--- src/rtl/id_inst_queue_pkg.sv ---
// id_inst_queue_pkg: shared types and constants for the ID instruction queue.
//   iq_entry_t    : one queued {pc, inst} pair
//   IQ_DEPTH_DEF  : default queue depth
//   IQ_MASK_*     : legal push/pop mask patterns
//   mask_count()  : number of contiguous low set bits in a 2-bit mask (0, 1 or 2)
package id_inst_queue_pkg;

   typedef struct packed {
      logic [31:0] pc;
      logic [31:0] inst;
   } iq_entry_t;

   localparam int unsigned IQ_DEPTH_DEF = 8;

   localparam logic [1:0] IQ_MASK_NONE = 2'b00;
   localparam logic [1:0] IQ_MASK_ONE  = 2'b01;
   localparam logic [1:0] IQ_MASK_TWO  = 2'b11;

   // Bit 1 only counts when bit 0 is set, so 2'b10 means nothing.
   function automatic logic [1:0] mask_count(input logic [1:0] m);
      logic [1:0] n;
      case (m)
         IQ_MASK_NONE: n = 2'd0;
         IQ_MASK_ONE:  n = 2'd1;
         IQ_MASK_TWO:  n = 2'd2;
         default:      n = 2'd0;
      endcase
      return n;
   endfunction

endpackage

--- src/rtl/iq_entry_ram.sv ---
// iq_entry_ram: DEPTH x iq_entry_t register array for the instruction queue.
//   clk              : write clock
//   we0/waddr0/wdata0: write port 0 (older entry)
//   we1/waddr1/wdata1: write port 1 (younger entry)
//   raddr0/rdata0    : asynchronous read port 0
//   raddr1/rdata1    : asynchronous read port 1
// Contents are not reset; the owner hides stale entries.
module iq_entry_ram
   import id_inst_queue_pkg::*;
#(
   parameter int unsigned DEPTH = IQ_DEPTH_DEF,
   localparam int unsigned AW = $clog2(DEPTH)
) (
   input  logic          clk,
   input  logic          we0,
   input  logic [AW-1:0] waddr0,
   input  iq_entry_t     wdata0,
   input  logic          we1,
   input  logic [AW-1:0] waddr1,
   input  iq_entry_t     wdata1,
   input  logic [AW-1:0] raddr0,
   output iq_entry_t     rdata0,
   input  logic [AW-1:0] raddr1,
   output iq_entry_t     rdata1
);

   iq_entry_t mem_q [DEPTH];

   // The two write addresses are always distinct (tail and tail+1).
   always_ff @(posedge clk) begin
      if (we0) mem_q[waddr0] <= wdata0;
      if (we1) mem_q[waddr1] <= wdata1;
   end

   assign rdata0 = mem_q[raddr0];
   assign rdata1 = mem_q[raddr1];

endmodule

--- src/rtl/id_inst_queue.sv ---
// id_inst_queue: circular instruction queue between IF and the dual-issue decoders.
//   clk, rst              : clock, synchronous active-high reset
//   flush                 : drop all entries at the next edge
//   in_valid, in_inst*/pc*: up to two fetched pairs per cycle (slot 0 older)
//   in_ready              : room for two entries (from registered count only)
//   out_valid, out_inst*/pc*: head and head+1 entries, zeroed when invalid
//   id_pop                : decoder consume mask
//   stall_cnt             : IF stall cycle counter, only with IQ_STALL_CNT_EN defined
module id_inst_queue
   import id_inst_queue_pkg::*;
#(
   parameter int unsigned DEPTH = IQ_DEPTH_DEF
) (
   input  logic        clk,
   input  logic        rst,
   input  logic        flush,
   input  logic [1:0]  in_valid,
   input  logic [31:0] in_inst0,
   input  logic [31:0] in_inst1,
   input  logic [31:0] in_pc0,
   input  logic [31:0] in_pc1,
   output logic        in_ready,
   input  logic [1:0]  id_pop,
   output logic [1:0]  out_valid,
   output logic [31:0] out_inst0,
   output logic [31:0] out_inst1,
   output logic [31:0] out_pc0,
   output logic [31:0] out_pc1
`ifdef IQ_STALL_CNT_EN
   ,
   output logic [31:0] stall_cnt
`endif
);

   localparam int unsigned PtrW = $clog2(DEPTH);
   localparam int unsigned CntW = PtrW + 1;

   logic [PtrW-1:0] head_q, head_d, tail_q, tail_d, head_p1, tail_p1;
   logic [CntW-1:0] count_q, count_d;
   logic [1:0]      push_n, pop_req, pop_n, avail;
   iq_entry_t       wdata0, wdata1, rdata0, rdata1;

   assign in_ready = (count_q <= CntW'(DEPTH - 2));

   always_comb begin
      push_n  = in_ready ? mask_count(in_valid) : 2'd0;
      pop_req = mask_count(id_pop);
      avail   = (count_q >= CntW'(2)) ? 2'd2 : count_q[1:0];
      pop_n   = (pop_req > avail) ? avail : pop_req;
      head_p1 = head_q + PtrW'(1);
      tail_p1 = tail_q + PtrW'(1);
      head_d  = head_q + PtrW'(pop_n);
      tail_d  = tail_q + PtrW'(push_n);
      count_d = count_q + CntW'(push_n) - CntW'(pop_n);
   end

   always_ff @(posedge clk) begin
      if (rst || flush) begin
         head_q  <= '0;
         tail_q  <= '0;
         count_q <= '0;
      end else begin
         head_q  <= head_d;
         tail_q  <= tail_d;
         count_q <= count_d;
      end
   end

   assign wdata0 = '{pc: in_pc0, inst: in_inst0};
   assign wdata1 = '{pc: in_pc1, inst: in_inst1};

   iq_entry_ram #(
      .DEPTH (DEPTH)
   ) u_ram (
      .clk    (clk),
      .we0    ((push_n != 2'd0) && !flush),
      .waddr0 (tail_q),
      .wdata0 (wdata0),
      .we1    ((push_n == 2'd2) && !flush),
      .waddr1 (tail_p1),
      .wdata1 (wdata1),
      .raddr0 (head_q),
      .rdata0 (rdata0),
      .raddr1 (head_p1),
      .rdata1 (rdata1)
   );

   // Invalid slots read as zero so stale array contents never leak out.
   always_comb begin
      out_valid[0] = (count_q != '0);
      out_valid[1] = (count_q >= CntW'(2));
      out_inst0    = out_valid[0] ? rdata0.inst : 32'd0;
      out_pc0      = out_valid[0] ? rdata0.pc   : 32'd0;
      out_inst1    = out_valid[1] ? rdata1.inst : 32'd0;
      out_pc1      = out_valid[1] ? rdata1.pc   : 32'd0;
   end

`ifdef IQ_STALL_CNT_EN
   logic [31:0] stall_cnt_q;

   // Survives flush; only rst clears it.
   always_ff @(posedge clk) begin
      if (rst) begin
         stall_cnt_q <= '0;
      end else if (in_valid[0] && !in_ready && !flush && (stall_cnt_q != 32'hFFFF_FFFF)) begin
         stall_cnt_q <= stall_cnt_q + 32'd1;
      end
   end

   assign stall_cnt = stall_cnt_q;
`endif

endmodule
--- config.mk ---
export PLATFORM = sky130hd
export DESIGN_NAME = id_inst_queue
export DESIGN_NICKNAME = d
export VERILOG_FILES = /design/src/rtl/id_inst_queue_pkg.sv /design/src/rtl/iq_entry_ram.sv /design/src/rtl/id_inst_queue.sv
export SDC_FILE = /design/constraint.sdc
export NUM_CORES = 1
export LEC_CHECK = 0
export CAP_MARGIN = 5
export CORE_MARGIN = 3
export CORE_UTILIZATION = 45
export CTS_CLUSTER_SIZE = 12
export DETAILED_ROUTE_END_ITERATION = 8
export GPL_TIMING_DRIVEN = 0
export PLACE_DENSITY = 0.69
export SLEW_MARGIN = 20
export SYNTH_ARGS = -nofsm -noshare
export SYNTH_HDL_FRONTEND = slang
export SYNTH_HIERARCHICAL = 1
export SYNTH_SLANG_ARGS = --single-unit
--- constraint.sdc ---
create_clock -name clk -period 9.2 [get_ports clk]
set_input_delay 1.38 -clock clk [delete_from_list [all_inputs] [get_ports clk]]
set_output_delay 1.38 -clock clk [all_outputs]
set_load 0.01 [all_outputs]
### After elaboration in Yosys (flattened, before gate mapping)

Memories as Yosys holds them, arrays and structs flattened. A register that Yosys moved wholly into a read port is not among the register bits.
Cells that the tools add are included.

* add/subtract/negate cells: 6
* magnitude comparators: 3
* equal/unequal tests: 5
* multiplexer cells: 14
* reductions and logical operators: 6

Operators by type and width (count)
* $mux W32: 4
* $pmux W2 S2: 2
* $add A3 B1 Y3 const B: 2
* $add A3 B2 Y3: 2
* $eq A2 B2 Y1 const B: 3
* $mux W2: 3
* $add A4 B2 Y4: 1
* $eq A2 B1 Y1 const B: 2
* $ge A4 B2 Y1 const B: 1
* $le A4 B3 Y1 const B: 1
* $mux W1: 4
* $reduce_bool A4 Y1: 1
* $sub A4 B2 Y4: 1
* $mux W3: 1
* $gt A2 B2 Y1: 1
* $logic_and A1 B1 Y1: 2
* $reduce_bool A2 Y1: 1
* $logic_not A1 Y1: 1
* $logic_or A1 B1 Y1: 1

* flip-flop bits (word level): 10
* bits in writable memories: 512
* input bits: 135
* output and inout port bits: 131
* logic and storage cells: 38
* memories kept: 1

Memory list
* u_ram.mem_q: depth 8, bits a word 64, read ports 2, clocked after memory_dff 1, wr ports 2, line iq_entry_ram.sv:27 `iq_entry_t mem_q [DEPTH];`

### Longest topological paths before layout

* word-level depth: 7
* gate-level depth with buffers: 15
* mapped depth without buffers: 15

### Cells and area by module

The synthesis kept the hierarchy.

Modules (own cells, without submodules)
* iq_entry_ram: instances 1, cells each 1557, area each 29309.4 um2, seq. area each 15374.7 um2
* id_inst_queue: instances 1, cells each 221, area each 1617.8 um2, seq. area each 200.2 um2

### Least setup slack after synthesis

No wires, ideal clock.

* kind: in2reg
* from: in in_valid[0]
* to: mem u_ram/mem_q[5][0] (netlist bit) (enable)
* setup time: 0.574 ns
* arrival time: 6.333 ns
* required time: 8.626 ns
* path slack: 2.293 ns
* cell stages on the path: 4
* buffers on the path: 0
* cells stage by stage: o211ai_1 -> nor2_1 -> nand2b_1 -> o21ai_0

RTL lines
* from (decl): line id_inst_queue.sv:17 `input logic [1:0] in_valid,`
* to (decl): line iq_entry_ram.sv:27

==> flow_summary_export.csv <==
group,metric,value,unit
grt,grt_pass1_wl,134.7,mm
critical_path,crit_arrival,3.94,ns
place,dp.final_hpwl,61.22,mm
grt,grt_overflow_total,0,
cts,cts_buffers,55,
critical_path,required,7.82,ns
grt,grt_usage,25.70,%
detailed_routing,m1WireLength,36.85,mm
status,outcome,"completed",
floorplanning,die_x,268.2,um
critical_path,r2r_setup_slack,5.31,ns
grt,grt_pass1_vias,20170,
cts,cts_resized,0,
cts,cts_root_buffer,"clkbuf_16",
yosys,ys_seq_area_share,50.36,%
yosys,synthCells,1778,
grt,grt_antenna_before_repair,14,
floorplanning,die_y,268.2,um
sta,setup_viol,0,
yosys,async_reset_ff_share,0,%
pwr,p_total,7.433,mW
sta,fin_crit_sh,57.87,%
yosys,synth_cell_type_count,39,
critical_path,critPathLaunchType,"register",
yosys,synth_enable_flop_cells,512,
cts,htreeDepth,2,
critical_path,r2r_cells,11,
final_layout,ff_latch_area,0.01557,mm^2
yosys,synth_area,0.03093,mm^2
yosys,synth.area.top_cells,"edfxtp_1 50%, mux2_2 23%, mux4_2 19%",
critical_path,cp_max_fo,10,
sta,rsz0062_at_grt,"no",
sta,finClkSkew,0.01180,ns
pwr,ir_drop,0.0001247,V
yosys,synthTopCellsByCount,"640 x mux2_2, 512 x edfxtp_1, 256 x mux4_2",
final_layout,drive_gt1_share,51.31,%
sta,final_max_slew_viol_count,0,
critical_path,endpoint,"out_pc1[28]",
floorplanning,initial_core_util,45.73,%
cts,clk_latency,0.61,ns
yosys,ys_warn_count,6,
final_layout,nets,2282,
floorplanning,core-area,0.06763,mm^2
cts,cts_num_sinks,522,
final_layout,fin_util,55.14,%
cts,clockBufferDepth,3,
detailed_routing,highest_layer,"met5",
pwr,p_per_area,199.3,mW/mm^2
critical_path,r2r_start,"count_q[3]",
detailed_routing,route.vias.total,18660,
detailed_routing,dr.pass1.iters,5,
critical_path,reg2reg_to,"u_ram/mem_q[2][26]",
sta,clock.fmax,187.8,MHz
final_layout,nFillCells,5273,
cts,postCtsHoldBufs,0,
sta,hold_violations,0,
final_layout,multi_input_area,0.01448,mm^2
detailed_routing,vias_per_cell,6.109,
sta,tns,0,ns
yosys,ys_ff_latch,522,
detailed_routing,detail-route-antenna-nets,0,
sta,fin_crit,5.324,ns
critical_path,critical_path_class,"reg2out",
yosys,ys.flop_type,"edfxtp_1",
floorplanning,die_area,0.07191,mm^2
run,drv_cap,0,
place,gp_congestion,0.8023,
place,numPlacedInstances,2947,
detailed_routing,drtIter0Drc,1735,
pwr,power_leakage,12.00,nW
floorplanning,fp-row-count,95,
final_layout,synthToLayoutAreaGrowth,20.58,%
yosys,netlist.area_leader.share,49.71,%
yosys,syn_nets,1929,
yosys,synth.avg_cell_area,17.39,um^2
detailed_routing,dr_wl_met3,6.307,mm
worst_hold_path,hold_depth,2,
cts,post_cts.repair.setup_buffers,0,
worst_hold_path,hold_path_class,"reg2reg",
grt,grt_max_degree,28,
sta,timing.slew.headroom,32.38,%
cts,cts.reportedPaths.clkPinSlew,0.06,ns
detailed_routing,route.met2.wl,46.05,mm
place,port_buffers,265,
detailed_routing,wire_per_inst,30.12,um
sta,tightest_slew,1.014,ns
critical_path,critPathCaptureType,"output pin",
yosys,yosys.area.top_type,"edfxtp_1",
floorplanning,pin_count,266,
yosys,post-synth-top-count-cell,"mux2_2",
critical_path,crit_path_start,"head_q[0]",
detailed_routing,routed_wl,91.99,mm
cts,cts_tree,"built",
final_layout,stdcell_count,3054,
detailed_routing,drc,0,
[critical path: stages (launching register included)]
cell             delay (ns)
dfxtp_1                0.44
ha_1                   0.20
xor2_1                 0.16
clkbuf_1               0.69
buf_2                  0.53
mux4_2                 0.38
mux2_2                 0.30
and2_1                 0.14
clkdlybuf4s50_1        0.47
[sequential cells by signal, indices dropped and copies added, names as in the netlist]
name and flops:
count_q 4, u_ram/mem_q 512, tail_q 3, head_q 3
[per-stage QoR]
step                      hold slack [ns]  setup slack, ns  area [um^2]
after CTS                          0.5890            3.840        37270
after floorplan                    0.5325            2.293        30930
after global placement             0.5537           -4.649        34670
final                              0.5926            3.876        37290
after detailed placement           0.5729            4.108        35550
after global routing               0.6331            3.761        37280
[worst min-delay path by stage]
stage	start	end	slack [ns]
2_1_floorplan	head_q[2]	head_q[2]	0.53
3_3_place_gp	head_q[2]	head_q[2]	0.55
3_5_place_dp	head_q[2]	head_q[2]	0.57
4_1_cts	head_q[2]	head_q[2]	0.59
5_1_grt	head_q[2]	head_q[2]	0.63
6_report	head_q[2]	head_q[2]	0.59
[per-layer routing]
metal  global-route usage, %  vias to the layer above
li1                        -                     8016
met1                   33.89                     9767
met2                   43.30                      686
met3                   4.715                      179
met4                   8.401                        8
met5                       0                        -
[report_power, final]
part           switching, mW  leakage, nW  internal [mW]  total (mW)
clock network          0.926        0.843           1.26        2.18
registers             0.0352         4.71           2.70        2.73
logic                   1.18         6.44           1.33        2.52
total                   2.14         12.0           5.29        7.43
[final cells by class]
cell class	count	area share, %
diodes	8	0.05368
plain buffers	140	2.395
clock buffers	79	4.207
clock inverters	20	0.4261
inverters	17	0.1711
multi-input cells	1099	38.83
flip-flops and latches	522	41.76
well taps	873	2.929
repair buffers	296	9.226
[logic make-up after synthesis]
kind of cell	after synthesis	share of synthesized area [%]
XOR/XNOR	5	0.1416
flip-flops	522	50.36
AND/OR/NAND/NOR	167	3.390
multiplexers	897	41.98
buffers and inverters	157	3.095
adder cells (fa/ha/maj)	16	0.7444
AO/OA/AOI/OAI	14	0.2913
[cells in the final DEF, fill, tap and decap left out, drive strengths merged, types with 8 or more instances in the layout]
cell type	instances
mux2	640
clkdlybuf4s50	265
edfxtp	512
diode	8
clkbuf	104
nor2	12
nor2b	66
inv	17
ha	12
buf	146
and2	70
clkinv	17
mux4	256
dfxtp	10
No activity file was read; power rests on OpenSTA's default activity.
==> variant, RTL diff (config.mk and constraints unchanged) <==
Add a define of `IQ_STALL_CNT_EN`.
--- a/src/rtl/id_inst_queue.sv
+++ b/src/rtl/id_inst_queue.sv
@@ -8,2 +8,4 @@
 //   stall_cnt             : IF stall cycle counter, only with IQ_STALL_CNT_EN defined
+`define IQ_STALL_CNT_EN
+
 module id_inst_queue
New outputs: stall_cnt. Function: not settled (the Yosys comparison gave no result); the edit may change what the design does.
==> variant against the unedited design <==
  * Sequential power increased by 5%
  * Clock power increased by 2%
  * Sequential cell count increased by 32
  * Wire length increased by 6.3%
  * Final area increased by 5.9%
  * Count of clock-buffer cells in the layout increased by 5
  * Area after synthesis increased by 5.9%
  * Via count increased by 10%
  * Clock skew increased by 0.011 ns
  * Worst setup slack got worse by 0.048 ns
  * Total power increased by 21%
  * Sequential share of layout area decreased by 0.72 points
  * Non-clock buffer count increased by 45
  * Global-route usage about the same
  * Critical endpoint is now out_pc1[20]
==> variant: results (changes against the unedited design) <==
metric,value,unit,change
h-tree-depth,2,,unchanged
gp_congestion,0.7946,,-0.96%
skew,0.02302,ns,+0.01121 ns
synth_seq_area_share,49.50,%,-0.86 points
holdPathStages,2,,unchanged
synth_nets,2131,,+10%
crit_arrival,3.99,ns,+0.05 ns
timing.hold.ws,0.5383,ns,-0.05433 ns
drt_iter0_markers,1651,,-4.8%
ff2ff_setup_slack,5.08,ns,-0.23 ns
synth_cell_types,56,,+44%
stdcell_count,3369,,+10%
rr_worst_depth,12,,+1
fillerInstances,5740,,+8.9%
nets,2517,,+10%
gr-usage-met1,33.27,%,-0.62 points
avgSynthCellArea,16.56,um2,-4.8%
grt_max_degree,35,,+25%
antenna_found_initial,11,,-3
grtUsageMet3,4.651,%,-0.065 points
relSlewSlack,34.38,%,+2.0 points
use_met2,43.88,%,+0.59 points
synthTopCellsByCount,"mux2_2, edfxtp_1, mux4_2",,
drive_gt1_share,47.16,%,-4.2 points
grt_pass1_vias,22100,,+9.6%
cts-buffers-inserted,60,,+9.1%
p_sw_share,32.51,%,+3.7 points
clk_latency,0.63,ns,+0.02 ns
status,completed,,
grt_pass1_wl,143400,um,+6.5%
synthTopCellsByArea,"edfxtp_1, mux2_2, mux4_2",,
vdd_drop_max,0.1838,mV,+47%
worstHoldStart,stall_cnt[6]$_SDFFE_PP0P_,,
vias,20610,,+10%
r2r_end,u_ram/mem_q[0][38]$_DFFE_PP_,,
hold_path_end,stall_cnt[6]$_SDFFE_PP0P_,,
dp.cells,3252,,+10%
hpwl,64880,um,+6.0%
p_leak,12.61,nW,+5.1%
grt.total_usage,25.73,%,+0.029 points
routed_wl,97800,um,+6.3%
==> variant: changes by cell type after synthesis, sizes merged, moves of 6 or more <==
cell | unedited run | this run
a2111oi | 0 | 13
xnor2 | 1 | 28
nand4 | 1 | 15
nor2 | 12 | 43
clkbuf | 25 | 41
nor4 | 0 | 7
nand2 | 3 | 11
nand3 | 2 | 8
dfxtp | 10 | 42
==> variant: cell families (layout without fill, tap and decap cells) <==
group,count (synthesis),in the layout,synth area share (%)
AND/OR/NAND/NOR,255,255,4.828
buffers and inverters,176,609,3.097
XOR/XNOR,32,32,0.8555
multiplexers,898,898,39.66
adder cells (fa/ha/maj),18,18,0.7791
AO/OA/AOI/OAI,45,45,1.280
flip-flops,554,554,49.50
other,0,8,0
==> variant: worst max-delay path by stage <==
stage,start,end,cells past startpoint
3_5_place_dp,in_valid[0],u_ram/mem_q[0][27]$_DFFE_PP_,9
3_3_place_gp,in_valid[0],u_ram/mem_q[3][32]$_DFFE_PP_,5
2_1_floorplan,in_valid[0],u_ram/mem_q[5][0]$_DFFE_PP_,4
6_report,head_q[0]$_SDFF_PP0_,out_pc1[20],8
4_1_cts,head_q[0]$_SDFF_PP0_,out_pc1[20],8
5_1_grt,head_q[0]$_SDFF_PP0_,out_pc1[12],8
==> variant: stage by stage <==
stage               utilization (%)  setup TNS (ns)  area (um2)  setup slack [ns]
detailed placement            52.53               0       37740             4.180
global placement              51.37        -1100.76       36910            -4.187
floorplan                         -               0       32760             2.359
CTS                           54.96               0       39490             3.792
global route                  54.97               0       39500             3.701
finish                        54.99               0       39510             3.828
==> variant: metal layers <==
layer | vias up | routed length, um
met5 | - | 39
met4 | 6 | 3284
met3 | 194 | 6533
met2 | 777 | 49130
met1 | 10830 | 38810
li1 | 8801 | -
==> variant: power by group through the flow <==
stage,combinational (mW),sequential (mW),clock [mW]
2_1_floorplan,2.12,2.93,0
3_3_place_gp,3.84,2.94,0
3_5_place_dp,3.91,2.93,0
4_1_cts,3.93,2.88,2.26
5_1_grt,4.14,2.89,2.36
6_report,3.89,2.88,2.22
==> variant: final cells by class <==
cell class                 count  area share [%]
multi-input combinational   1248           39.52
clock inverter                25          0.2882
inverter                      19          0.1805
sequential                   554           41.04
clock buffer                  84           4.133
timing repair buffer         324           9.374
buffer                       157           2.400
tap                          950           3.009
antenna                        8         0.05067
==> variant: worst max-delay path, stage by stage (launching register included) <==
cell	delay [ns]
dfxtp_1	0.42
ha_1	0.20
xor2_1	0.17
clkbuf_1	0.76
buf_2	0.49
mux4_2	0.37
mux2_2	0.27
and2_1	0.18
clkdlybuf4s50_1	0.49
